`src/rtl/mux_rr_arbiter_if.sv`:
```
// mux_rr_arbiter_if: request/data inputs and grant/select/data outputs of the shared mux arbiter
interface mux_rr_arbiter_if #(parameter int N = 16, parameter int SEL_W = 4, parameter int HW = 4);
  logic [N-1:0]     req;
  logic [N-1:0]     data_in;
  logic [SEL_W-1:0] sel;
  logic [N-1:0]     gnt;
  logic             valid;
  logic             y;
  logic [HW-1:0]    hold_cnt;
  modport master (output req, data_in, input sel, gnt, valid, y, hold_cnt);
  modport slave  (input req, data_in, output sel, gnt, valid, y, hold_cnt);
endinterface

```
`src/rtl/mux_rr_arbiter.sv`:
```
// mux_rr_arbiter: round-robin arbiter sharing one N:1 bit mux with a bounded per-grant hold
module mux_rr_arbiter #(
  parameter int N = 16,
  parameter int SEL_W = $clog2(N),
  parameter int MAX_HOLD = 8,
  parameter int HW = $clog2(MAX_HOLD) + 1
) (
  input logic clk,
  input logic rst_n,
  mux_rr_arbiter_if.slave bus
);
  typedef enum logic {IDLE, GRANT} state_t;
  state_t r_state;
  logic [SEL_W-1:0] r_ptr, r_sel, w_base, w_win;
  logic [N-1:0] r_gnt;
  logic r_valid, w_rel, w_found;
  logic [HW-1:0] r_hold;
  assign w_rel = (r_state == GRANT) && (!bus.req[r_sel] || r_hold == HW'(MAX_HOLD - 1));
  // on release the search starts just past the grantee, matching the pointer update on the same edge
  assign w_base = w_rel ? r_sel + SEL_W'(1) : r_ptr;
  always_comb begin
    w_found = 1'b0;
    w_win = '0;
    for (int k = N - 1; k >= 0; k--)
      if (bus.req[w_base + SEL_W'(k)]) begin
        w_found = 1'b1;
        w_win = w_base + SEL_W'(k);
      end
  end
  always_ff @(posedge clk) begin
    if (!rst_n) begin
      r_state <= IDLE;
      r_ptr <= '0;
      r_sel <= '0;
      r_gnt <= '0;
      r_valid <= 1'b0;
      r_hold <= '0;
    end else if (r_state == IDLE || w_rel) begin
      if (w_rel) r_ptr <= r_sel + SEL_W'(1);
      r_state <= w_found ? GRANT : IDLE;
      r_sel <= w_found ? w_win : r_sel;
      r_gnt <= w_found ? N'(1) << w_win : '0;
      r_valid <= w_found;
      r_hold <= '0;
    end else
      r_hold <= r_hold + HW'(1);
  end
  assign bus.sel = r_sel;
  assign bus.gnt = r_gnt;
  assign bus.valid = r_valid;
  assign bus.hold_cnt = r_hold;
  assign bus.y = r_valid ? bus.data_in[r_sel] : 1'b0;
endmodule

```
`src/flat_wrapper.sv`:
```
// flat-port wrapper written by rule: the top's interface ports become plain ports
module mux_rr_arbiter_flat 
#(
  parameter int N = 16,
  parameter int SEL_W = $clog2(N),
  parameter int MAX_HOLD = 8,
  parameter int HW = $clog2(MAX_HOLD) + 1
)
  (clk, rst_n, bus_req, bus_data_in, bus_sel, bus_gnt, bus_valid, bus_y, bus_hold_cnt);
  mux_rr_arbiter_if #(.N(N), .SEL_W(SEL_W), .HW(HW)) bus_i ();
  input logic clk;
  input logic rst_n;
  input wire logic [$bits(bus_i.req)-1:0] bus_req;
  input wire logic [$bits(bus_i.data_in)-1:0] bus_data_in;
  output wire logic [$bits(bus_i.sel)-1:0] bus_sel;
  output wire logic [$bits(bus_i.gnt)-1:0] bus_gnt;
  output wire logic [$bits(bus_i.valid)-1:0] bus_valid;
  output wire logic [$bits(bus_i.y)-1:0] bus_y;
  output wire logic [$bits(bus_i.hold_cnt)-1:0] bus_hold_cnt;
  assign bus_i.req = bus_req;
  assign bus_i.data_in = bus_data_in;
  assign bus_sel = bus_i.sel;
  assign bus_gnt = bus_i.gnt;
  assign bus_valid = bus_i.valid;
  assign bus_y = bus_i.y;
  assign bus_hold_cnt = bus_i.hold_cnt;
  mux_rr_arbiter #(.N(N), .SEL_W(SEL_W), .MAX_HOLD(MAX_HOLD), .HW(HW)) u_core (.clk(clk), .rst_n(rst_n), .bus(bus_i));
endmodule
```
`config.mk`:
```
export PLATFORM = sky130hd
export DESIGN_NAME = mux_rr_arbiter_flat
export DESIGN_NICKNAME = d
export VERILOG_FILES = /design/src/rtl/mux_rr_arbiter_if.sv /design/src/rtl/mux_rr_arbiter.sv /design/src/flat_wrapper.sv
export SDC_FILE = /design/constraint.sdc
export NUM_CORES = 1
export LEC_CHECK = 0
export CAP_MARGIN = 20
export CORE_ASPECT_RATIO = 1.25
export CORE_UTILIZATION = 40
export DETAILED_ROUTE_END_ITERATION = 7
export GPL_TIMING_DRIVEN = 0
export HOLD_SLACK_MARGIN = 0.05
export PLACE_DENSITY_LB_ADDON = 0.25
export SLEW_MARGIN = 20
export SYNTH_ARGS = -nofsm -noshare
export SYNTH_HDL_FRONTEND = slang
export SYNTH_SLANG_ARGS = --single-unit
```
`constraint.sdc`:
```
create_clock -name clk -period 13.1 [get_ports clk]
set_input_delay 3.275 -clock clk [delete_from_list [all_inputs] [get_ports clk]]
set_output_delay 3.275 -clock clk [all_outputs]
set_load 0.1 [all_outputs]
```
==> Yosys cells after proc, flatten, opt, wreduce, memory -nomap -nowiden <==
Index checks and enable logic that the tools add are counted.
{ "totals": {"word_cells": 122, "output_inout_bits": 26, "regBits": 30} }
{ "op_classes": {"shifts": 1, "bitwise": 2, "muxes": 72, "eq_ne": 1, "add_sub_neg": 17, "n_reduce_logical": 6, "order_cmp": 17} }
{ "ops": {"columns": ["cell", "count"], "rows": [
  ["$lt A4 B5 Y1 const B", 17],
  ["$bmux W1 S4", 18],
  ["$mux W4", 17],
  ["$mux W1", 36],
  ["$add A4 B4 Y4 const B", 8],
  ["$add A4 B3 Y4 const B", 4],
  ["$mux W16", 1],
  ["$shl A1 B4 Y16 const A", 1],
  ["$add A4 B1 Y4 const B", 3],
  ["$add A4 B2 Y4 const B", 2],
  ["$eq A4 B3 Y1 const B", 1],
  ["$logic_or A1 B1 Y1", 2],
  ["$not A1 Y1", 2],
  ["$reduce_and A2 Y1", 1],
  ["$reduce_or A2 Y1", 1],
  ["$logic_and A1 B1 Y1", 1],
  ["$logic_not A1 Y1", 1]
]} }

==> Depth between registers and ports, before layout <==
{ "logic_depth": {"word_depth": 27, "ltp_mapped": 22, "ltp_nobuf": 18} }

==> Worst setup path before layout <==
Ideal clock, no wire load.
{ "synth_timing": {"path_kind": "input port to output port", "startpoint": "input port bus_data_in[11]", "endpoint": "output port bus_y", "path_slack_ps": 5163, "path_stages": 3, "t_arrival_ps": 4662, "required_time_ps": 9825, "n_path_buf": 0, "cell_sequence": "mux4_2 -> mux4_2 -> and2_1"} }
{ "synth_via": {"elab_chain_len": 3} }
{ "synth_rtl": {"columns": ["item", "line_no", "rtl"], "rows": [
  ["start, declared", "flat_wrapper.sv:14", "input wire logic [$bits(bus_i.data_in)-1:0] bus_data_in;"],
  ["$bmux W1 S4", "mux_rr_arbiter.sv:52", "assign bus.y = r_valid ? bus.data_in[r_sel] : 1'b0;"],
  ["$mux W1 (not written as such)", "mux_rr_arbiter.sv:52", null],
  ["$mux W1", "mux_rr_arbiter.sv:52", null],
  ["end, declared", "flat_wrapper.sv:18", "output wire logic [$bits(bus_i.y)-1:0] bus_y;"]
]} }
No other way between the ends. The select of a mux whose other input is x is not followed.

==> Worst setup path in the final report <==
{ "layout_timing": {"startpoint": "input port bus_req[15]", "endpoint": "register u_core.r_gnt[13] (netlist: u_core.bus.gnt[13])"} }
{ "layout_via": {"elab_chain_len": 27, "elab_cells_between_ends": 88, "classes_between": "add/sub: 15; shift: 1; mux: 68; reduce/logical: 4"} }
{ "layout_rtl": {"columns": ["item", "line_no", "rtl"], "rows": [
  ["start, declared", "flat_wrapper.sv:13", "input wire logic [$bits(bus_i.req)-1:0] bus_req;"],
  ["$bmux W1 S4 *", "mux_rr_arbiter.sv:18", "assign w_rel = (r_state == GRANT) && (!bus.req[r_sel] || r_hold == HW'(MAX_HOLD - 1));"],
  ["$mux W1 (not written as such) *", "mux_rr_arbiter.sv:18", null],
  ["$logic_not A1 Y1 *", "mux_rr_arbiter.sv:18", null],
  ["$logic_or A1 B1 Y1 *", "mux_rr_arbiter.sv:18", null],
  ["$logic_and A1 B1 Y1 *", "mux_rr_arbiter.sv:18", null],
  ["$mux W4 *", "mux_rr_arbiter.sv:20", "assign w_base = w_rel ? r_sel + SEL_W'(1) : r_ptr;"],
  ["via u_core.w_base[1]", "mux_rr_arbiter.sv:14", "logic [SEL_W-1:0] r_ptr, r_sel, w_base, w_win;"],
  ["$add A4 B4 Y4", "mux_rr_arbiter.sv:25, mux_rr_arbiter.sv:27", null],
  ["$bmux W1 S4", "mux_rr_arbiter.sv:25", "if (bus.req[w_base + SEL_W'(k)]) begin"],
  ["$mux W1 (not written as such)", "mux_rr_arbiter.sv:25", null],
  ["$mux W4 (16 in series)", "mux_rr_arbiter.sv:25", null],
  ["$shl A1 B4 Y16", "mux_rr_arbiter.sv:42", "r_gnt <= w_found ? N'(1) << w_win : '0;"],
  ["$mux W16 *", "mux_rr_arbiter.sv:42", null],
  ["end signal, assigned", "mux_rr_arbiter.sv:42", null],
  ["end, declared", "mux_rr_arbiter.sv:15", "logic [N-1:0] r_gnt;"]
]} }
Mark *: on every way through the listed nets, which the timed path passes. The rest lies on a longest branch. The select of a mux whose other input is x is not followed.
A chain may end at the register's enable or synchronous reset.

==> flow_summary.ini <==
[status]
status = complete, no violations

[timing]
hold_violations = 0
worst_slew_pin_slew_ns = 0.990
setup_violations = 0
clock_skew_ns = 0.00261
setup_tns_ns = 0
timing.fmax_ghz = 0.105
fin_crit_sh_pct = 72.7
drv_slew = 0
whs_ns = 0.453
rsz0062_at_grt = false
max-slew-margin-rel_pct = 33.8
post-route-min-period_ns = 9.53

[setup_path]
cp_slowest_cell = clkdlybuf4s50_1
path_cells = clkdlybuf4s50_1 -> mux2i_1 -> a311o_1 -> a311o_1 -> buf_6 -> nand3_1 -> and2_1 -> buf_2 -> buf_1 -> inv_1 -> ha_1 -> inv_1 -> mux4_2 -> mux4_2 -> a21oi_1 -> a2bb2oi_1 -> o21ai_1 -> a31oi_1 -> nand3_1 -> o41ai_1
worstPathMaxFanout = 13
start_kind = input pin
required_ns = 13.27
cp_num_buf_inv = 6
crit_path_end_kind = flop
cpLargestDelayFamily = buffers and inverters
worstPathArrival_ns = 9.69
critPathKind = in2reg
cpPeakStageDelay_ns = 0.62

[logic_synthesis]
synth-async-reset-ratio_pct = 0
synth-main-ff-cell = dfxtp_1
synthTopCellsByCount = 44 x nand2_1, 30 x mux2i_1, 29 x dfxtp_1, 29 x mux4_2, 26 x nor2_1
yosysUniqueCellTypes = 72
yosys.area.top_type_share_pct = 16.3
synth_seq_cells = 29
syn_inst = 449
syn_area_sq_um = 4010
yosysTopAreaCell = mux4_2
synth.avg_cell_area_sq_um = 8.93
post-synth-top-count-cell = nand2_1
synth_edf_count = 0
yosys_warnings = 0
syn-num-nets = 492
synthTopCellsByArea = mux4_2 16%, dfxtp_1 14%, mux2i_1 7.5%
ys_seq_area_share_pct = 14.5

[placed_design]
port_buffers = 59
hpwl_um = 10300
gp_congestion = 0.969
placed_cells_incl_taps = 634

[grt]
grt_remaining_overflow = 0
grt_pass1_vias = 4111
grt_pass1_wl_um = 21800
antenna_found_initial = 0
grt_use_total_pct = 26.2
grt_max_degree = 14

[die]
num_rows = 40
chipHeight_um = 114
die_w_um = 91.6
core_area_sq_um = 9660
die_area_sq_um = 10400
start_util_pct = 41.5
ios = 60

[clocking]
clock_sink_count = 29
clockBufferDepth = 2
clk_latency_ns = 0.27
cts_resized = 0
cts_tree = done
htreeDepth = 2
cts.hold.buffers_added = 0
cts_setup_buffers = 0
clkSlewWorstSetupHoldPaths_ns = 0.05
cts-root-buf = clkbuf_16
cts_buffers = 5

[cells_and_area]
multiInputGateArea_sq_um = 3260
drive_above_1_share_pct = 17.6
diodes = 0
seq_area_sq_um = 581
final_net_count = 559
synthToLayoutAreaGrowth_pct = 23.2
n_fill_cell = 906
stdcell_count = 643

[routing]
via_per_inst = 6.54
wl_met1_um = 5570
remaining_drc_errors = 0
drtPass1Iterations = 5
wl_per_cell_um = 20.9
num_vias = 4203
dr_wl_met3_um = 891
met2_length_um = 6350
topRoutingLayerUsed = met4
ant_nets = 0
wl_um = 13500
drt_iter0_markers = 303

[hold_path]
hp-class = reg2reg

[flow_run]
drv_cap = 0
[worst paths after layout]
check                                                        to  slack (ns)                      startpoint  depth (start not counted)
worst min register to register   u_core.bus.gnt[2]$_SDFFE_PN0P_        0.45  u_core.bus.gnt[2]$_SDFFE_PN0P_                          2
worst min-delay path             u_core.bus.gnt[2]$_SDFFE_PN0P_        0.45  u_core.bus.gnt[2]$_SDFFE_PN0P_                          2
worst max-delay path            u_core.bus.gnt[13]$_SDFFE_PN0P_        3.57                     bus_req[15]                         20
worst max register to register  u_core.bus.gnt[13]$_SDFFE_PN0P_        6.47  u_core.bus.sel[0]$_SDFFE_PN0P_                         20
[layout make-up]
type                       count  area share, %
clock buffer                   6           2.81
clock inverter                 2          0.759
tap                          126           3.19
inverter                      14           1.11
buffer                        22           2.43
timing repair buffer          60           12.1
sequential                    29           11.7
multi-input combinational    384           65.9
[worst reg2reg max path, delay by kind of cell (launching register included)]
kind | cells | cell delay [ns]
adder cells (fa/ha/maj) | 1 | 0.52
buffers and inverters | 6 | 1.68
flip-flops | 1 | 0.55
AO/OA/AOI/OAI | 7 | 2.03
AND/OR/NAND/NOR | 3 | 0.67
multiplexers | 3 | 1.08
[sequential cells by signal (all words and copies together), names as in the netlist]
register and cells:
u_core.bus.sel 4, u_core.bus.gnt 16, u_core.bus.valid 1, u_core.bus.hold_cnt 4, u_core.r_ptr 4
[cell families (layout without fill, tap and decap cells)]
logic type / Yosys count / after routing / synth area share, %
AND/OR/NAND/NOR: 133 / 133 / 16.9
adder cells (fa/ha/maj): 9 / 9 / 2.81
flip-flops: 29 / 29 / 14.5
XOR/XNOR: 19 / 19 / 4.34
buffers and inverters: 36 / 104 / 4.37
multiplexers: 84 / 84 / 31.1
AO/OA/AOI/OAI: 139 / 139 / 26.0
[layout by cell type, fill, tap and decap left out, drive strengths merged, types with 9 or more instances in the layout]
master / instances
clkdlybuf4s50: 59
nand2: 45
mux2i: 32
mux4: 29
dfxtp: 29
nor2: 27
a21oi: 25
mux2: 23
o21ai: 21
xnor2: 18
o41ai: 17
buf: 15
inv: 14
clkbuf: 14
nand3: 11
a21o: 11
and2: 11
o211ai: 9
ha: 9
[stage by stage]
stage	utilization [%]	setup slack, ns	cell area [sq um]
after global placement	49.3	3.43	4760
after global routing	51.2	3.25	4940
after floorplan	-	5.16	4010
after detailed placement	49.3	3.40	4760
after CTS	51.1	3.70	4940
final	51.2	3.57	4940
[per-layer routing]
| metal | up-vias | global-route usage (%) |
|---|---|---|
| li1 | 1920 | - |
| met1 | 2008 | 33.0 |
| met2 | 228 | 43.5 |
| met3 | 47 | 3.20 |
| met4 | 0 | 14.6 |
| met5 | - | 0 |
Power is left out: the tool's default activity adds up to more than one toggle a clock period on the data nets, which glitch-free logic cannot reach.
